--- src/rtl/bitwise_pkg.sv ---
// Shared types for the bitwise scheduler: opcode and FSM state encodings.
package bitwise_pkg;

   typedef enum logic [1:0] {
      OP_AND  = 2'b00,
      OP_OR   = 2'b01,
      OP_XOR  = 2'b10,
      OP_PASS = 2'b11
   } op_e;

   typedef enum logic [1:0] {
      IDLE = 2'b00,
      EXEC = 2'b01,
      RESP = 2'b10
   } state_e;

   localparam int OP_W = 2;

endpackage

--- src/rtl/rr_arbiter.sv ---
// Round-robin grant: picks the first high request at or after ptr, wrapping.
module rr_arbiter #(
   parameter int N_REQ = 4,
   parameter int IDW   = $clog2(N_REQ)
) (
   input  logic [N_REQ-1:0] req,
   input  logic [IDW-1:0]   ptr,
   output logic [N_REQ-1:0] grant,
   output logic [IDW-1:0]   grant_idx
);

   logic           w_found;
   logic [IDW-1:0] w_idx;

   // Walk offsets 0..N_REQ-1 from ptr; the first hit wins.
   always_comb begin
      grant     = '0;
      grant_idx = '0;
      w_found   = 1'b0;
      w_idx     = '0;
      for (int i = 0; i < N_REQ; i++) begin
         w_idx = IDW'((int'(ptr) + i) % N_REQ);
         if (!w_found && req[w_idx]) begin
            grant[w_idx] = 1'b1;
            grant_idx    = w_idx;
            w_found      = 1'b1;
         end
      end
   end

endmodule

--- src/rtl/bitwise_sched.sv ---
// Multi-requester bitwise ALU: round-robin accept, one op in flight,
// result returned with the owning requester's index.
module bitwise_sched
   import bitwise_pkg::*;
#(
   parameter int WIDTH = 32,
   parameter int N_REQ = 4,
   parameter int IDW   = $clog2(N_REQ)
) (
   input  logic                   clk,
   input  logic                   rst,
   input  logic [N_REQ-1:0]       req_valid,
   output logic [N_REQ-1:0]       req_ready,
   input  logic [2*N_REQ-1:0]     req_op,
   input  logic [WIDTH*N_REQ-1:0] req_a,
   input  logic [WIDTH*N_REQ-1:0] req_b,
   output logic                   rsp_valid,
   input  logic                   rsp_ready,
   output logic [WIDTH-1:0]       rsp_data,
   output logic [IDW-1:0]         rsp_id,
   output logic                   busy
);

   state_e           r_state;
   state_e           w_nextState;
   logic [IDW-1:0]   r_ptr;
   logic [IDW-1:0]   r_gIdx;
   op_e              r_op;
   logic [WIDTH-1:0] r_a;
   logic [WIDTH-1:0] r_b;
   logic [WIDTH-1:0] r_rspData;
   logic [IDW-1:0]   r_rspId;

   logic [N_REQ-1:0] w_grant;
   logic [IDW-1:0]   w_grantIdx;
   logic [N_REQ-1:0] w_reqReady;
   logic             w_accept;
   logic [OP_W-1:0]  w_selOp;
   logic [WIDTH-1:0] w_selA;
   logic [WIDTH-1:0] w_selB;
   logic [WIDTH-1:0] w_result;
   logic [IDW-1:0]   w_ptrNext;

   rr_arbiter #(
      .N_REQ(N_REQ),
      .IDW  (IDW)
   ) u_arb (
      .req      (req_valid),
      .ptr      (r_ptr),
      .grant    (w_grant),
      .grant_idx(w_grantIdx)
   );

   // Next-state and grant exposure; requests are only visible in IDLE.
   always_comb begin
      w_nextState = r_state;
      w_reqReady  = '0;
      case (r_state)
         IDLE: begin
            w_reqReady = w_grant;
            if (|w_grant) w_nextState = EXEC;
         end
         EXEC: w_nextState = RESP;
         RESP: if (rsp_ready) w_nextState = IDLE;
         default: w_nextState = IDLE;
      endcase
   end

   assign req_ready = rst ? '0 : w_reqReady;
   assign w_accept  = (r_state == IDLE) && (|w_grant);
   assign w_ptrNext = (w_grantIdx == IDW'(N_REQ - 1)) ? '0 : w_grantIdx + 1'b1;

   // One-hot mux of the winner's operands.
   always_comb begin
      w_selOp = '0;
      w_selA  = '0;
      w_selB  = '0;
      for (int k = 0; k < N_REQ; k++) begin
         if (w_grant[k]) begin
            w_selOp = w_selOp | req_op[k*OP_W +: OP_W];
            w_selA  = w_selA  | req_a[k*WIDTH +: WIDTH];
            w_selB  = w_selB  | req_b[k*WIDTH +: WIDTH];
         end
      end
   end

   always_comb begin
      w_result = r_a;
      case (r_op)
         OP_AND:  w_result = r_a & r_b;
         OP_OR:   w_result = r_a | r_b;
         OP_XOR:  w_result = r_a ^ r_b;
         OP_PASS: w_result = r_a;
         default: w_result = r_a;
      endcase
   end

   always_ff @(posedge clk or posedge rst) begin
      if (rst) r_state <= IDLE;
      else     r_state <= w_nextState;
   end

   // Capture the winning request and advance the pointer past it.
   always_ff @(posedge clk or posedge rst) begin
      if (rst) begin
         r_ptr  <= '0;
         r_gIdx <= '0;
         r_op   <= OP_AND;
         r_a    <= '0;
         r_b    <= '0;
      end else if (w_accept) begin
         r_ptr  <= w_ptrNext;
         r_gIdx <= w_grantIdx;
         r_op   <= op_e'(w_selOp);
         r_a    <= w_selA;
         r_b    <= w_selB;
      end
   end

   always_ff @(posedge clk or posedge rst) begin
      if (rst) begin
         r_rspData <= '0;
         r_rspId   <= '0;
      end else if (r_state == EXEC) begin
         r_rspData <= w_result;
         r_rspId   <= r_gIdx;
      end
   end

   assign rsp_valid = (r_state == RESP);
   assign rsp_data  = r_rspData;
   assign rsp_id    = r_rspId;
   assign busy      = (r_state != IDLE);

endmodule

--- config.mk ---
export PLATFORM = sky130hd
export DESIGN_NAME = bitwise_sched
export DESIGN_NICKNAME = d
export VERILOG_FILES = /design/src/rtl/bitwise_pkg.sv /design/src/rtl/rr_arbiter.sv /design/src/rtl/bitwise_sched.sv
export SDC_FILE = /design/constraint.sdc
export NUM_CORES = 1
export LEC_CHECK = 0
export CAP_MARGIN = 40
export CORE_AREA = 5 5 141 143
export DETAILED_ROUTE_END_ITERATION = 8
export DIE_AREA = 0 0 146 148
export GPL_ROUTABILITY_DRIVEN = 1
export GPL_TIMING_DRIVEN = 0
export HOLD_SLACK_MARGIN = 0.12
export PLACE_DENSITY = 0.87
export SLEW_MARGIN = 0
export SYNTH_ARGS = -nofsm -noshare
export SYNTH_HDL_FRONTEND = slang
export SYNTH_SLANG_ARGS = --single-unit
--- constraint.sdc ---
create_clock -name clk -period 9.98 [get_ports clk]
set_input_delay 1.996 -clock clk [delete_from_list [all_inputs] [get_ports clk]]
set_output_delay 1.996 -clock clk [all_outputs]
set_load 0.005 [all_outputs]
==> run_results.csv <==
group,metric,value,unit
drt,first_iter_violations,788,
synth,synth_xor_area_share,0.0950,%
synth,seq_area_frac_synth,28.8,%
floorplanning,fp.dieH,148,microns
pwr,leakagePower,6.12,nW
timing,max_freq,147,MHz
clock_tree,cts.sinks,106,
global_routing,grt.overflow.total,0,
layout,area_growth,40.5,%
synth,yosysWarningCount,0,
clock_tree,h-tree-depth,3,
drt,final_antenna_net_count,0,
drt,dr.pass1.iters,5,
synth,synth_fa_ha_area_share,9.63,%
timing,max-slew-margin-rel,28.3,%
placement,dp_hpwl,25.2,mm
worst_setup_path,worstPathArrival,4.83,ns
clock_tree,cts-resized-gates,0,
synth,synth_top_area_cell,"dfrtp_1",
clock_tree,postCtsHoldBufs,0,
clock_tree,clk_pin_slew_worst_paths,0.07,ns
global_routing,antenna_found_initial,0,
synth,synth_compound_area_share,21.0,%
placement,place_congestion,0.997,
layout,drive_gt1_share,9.30,%
drt,vias_per_cell,5.88,
global_routing,grt_pass1_vias,9636,
synth,syn-mean-instance-area,8.93,sq um
synth,yosys-top-cells-count,"inv_1, a31oi_1, dfrtp_1",
worst_setup_path,crit_fanout,8,
min_path,min_path_type,"reg -> reg",
synth,synth_top_family_by_area,"compound AO/OA/AOI/OAI gates",
worst_setup_path,cp-end-kind,"output port",
flow_run,max_cap_violations,0,
synth,yosysTopAreaCellShare,28.8,%
placement,io_buffers,308,
layout,fin_cells,1599,
synth,yosysUniqueCellTypes,37,
synth,synthesis.nets,1375,
clock_tree,worstSkewPairLatency,0.36,ns
clock_tree,cts_root_buf,"clkbuf_16",
layout,final_nets,1702,
layout,post-route-util,70.2,%
synth,synthArstFlopShare,100,%
timing,setup_viol,0,
worst_setup_path,critical_path_class,"in -> out",
synth,yosys-top-cells-area,"dfrtp_1, a31oi_1, inv_1",
layout,n_antenna_cell,0,
drt,wl,33.2,mm
placement,dp.cells,1583,
synth,synth-simple-area-share,2.32,%
timing,tns,0,ns
synth,synth_most_common_cell,"inv_1",
timing,skew,0.0118,ns
timing,rsz0062_at_grt,"no",
timing,hold_violations,0,
timing,post-route-period-util,68.4,%
floorplanning,initial_core_util,50.0,%
synth,ys.flop_type,"dfrtp_1",
outcome,status,"finished, final reports clean",
worst_setup_path,critPathRequiredTime,7.98,ns
drt,drc,0,
floorplanning,die_w,146,microns
clock_tree,postCtsSetupBuffers,0,
clock_tree,numCtsBuffers,9,
synth,ys_seq_elements,106,
timing,finalMaxSlewViolations,0,
floorplanning,dieArea,21600,sq um
timing,max_slew.worst_pin.slew,1.05,ns
pwr,p_per_area,311,nW/um^2
drt,dr_total_vias,9399,
clock_tree,cts_tree,"done",
floorplanning,core_area,18500,sq um
synth,synthMuxAreaShare,21.0,%
floorplanning,rows,50,
timing,min_period,6.83,ns
global_routing,grt_max_degree,57,
worst_setup_path,startpoint_type,"primary input",
floorplanning,num_io_pins,311,
synth,synth_edf_count,0,
synth,synthCells,1033,
pwr,ir_drop,0.000232,V
synth,synth_area,9220,sq um
global_routing,track_usage,29.5,%
drt,drt-wirelength-per-cell,20.8,microns
clock_tree,clockBufferDepth,2,
global_routing,grt_pass1_wl,51.3,mm
-- final timing paths --
kind / from / endpoint / slack (ns) / cells after the start
max in group asynchronous: rst / r_a[14] / 7.16 / 3
worst max-delay path: req_valid[2] / req_ready[2] / 3.15 / 7
worst max register to register: register / r_a[19] / 5.42 / 12
worst min register to register: rsp_data[31] / rsp_data[31] / 0.51 / 1
min in group asynchronous: rst / r_state[1] / 2.11 / 2
worst min-delay path: rsp_data[31] / rsp_data[31] / 0.51 / 1
-- layout make-up --
| cell class | instances | area, sq um |
|---|---|---|
| sequential | 106 | 2650 |
| buffer | 94 | 452 |
| timing repair buffer | 316 | 3150 |
| inverter | 302 | 1140 |
| multi-input combinational | 531 | 4980 |
| clock buffer | 11 | 253 |
| fill | 1430 | 5500 |
| tap | 234 | 293 |
| clock inverter | 5 | 35.0 |
-- through the flow --
stage	instance area [sq um]	setup slack, ns	hold slack, ns	power (mW)
floorplan	9220	4.65	0.479	2.65
global placement	12600	3.24	0.489	3.47
detailed placement	12700	3.22	0.495	3.63
CTS	13000	3.20	0.511	4.00
global route	13000	3.07	0.519	4.28
finish	13000	3.15	0.507	4.02
-- kinds of logic after synthesis --
| family | after synthesis |
|---|---|
| buffers and inverters | 396 |
| DFF | 106 |
| AOI/OAI and AO/OA | 278 |
| and+or+nand+nor | 35 |
| adders and majority gates | 71 |
| muxes | 146 |
| xor gates and xnor gates | 1 |
-- layer usage --
layer  GRT usage [%]  vias to the layer above  part of all wire [%]
met4            11.6                        0                   3.3
li1                -                     4276                     -
met1            37.0                     4472                    40
met5               0                        -                     0
met3            6.35                       88                   9.3
met2            50.2                      563                    48
-- cell usage in the layout, fill, tap and decap left out, types with 2 or more instances in the layout --
cell type,n
buf_1,11
and2_1,4
inv_1,301
clkinv_2,2
and3_1,4
buf_2,19
buf_6,9
clkbuf_1,56
a2111oi_0,67
buf_4,6
a31oi_1,198
nor2b_1,6
mux2i_1,74
o21ai_1,3
clkbuf_16,9
clkdlybuf4s50_1,308
nand3b_1,6
nor2_1,7
mux2_2,36
ha_1,71
mux4_2,34
clkbuf_8,2
or3_1,2
a21oi_1,3
inv_6,2
dfrtp_1,106
-- power by group --
group	leakage (nW)	switching [mW]	internal (mW)	total, mW
Clock	0.142	0.170	0.184	0.354
Combinational	4.69	1.50	1.35	2.85
Sequential	1.29	0.145	0.672	0.818
-- flip-flops by register name (all words and copies together), names as in the netlist, named ones only --
register and count:
rsp_id 2, r_state 2, r_op 2, r_a 32, rsp_data 32, r_b 32
r_ptr 1, r_gIdx 2
-- critical path, cell delays in order --
cell,delay (ns)
clkdlybuf4s50_1,0.61
or3b_4,0.43
a2111oi_4,0.54
o21ai_1,0.26
and3_1,0.26
nor2_1,0.19
clkdlybuf4s50_1,0.54
Note: power is estimated with default switching activity, not from simulation.
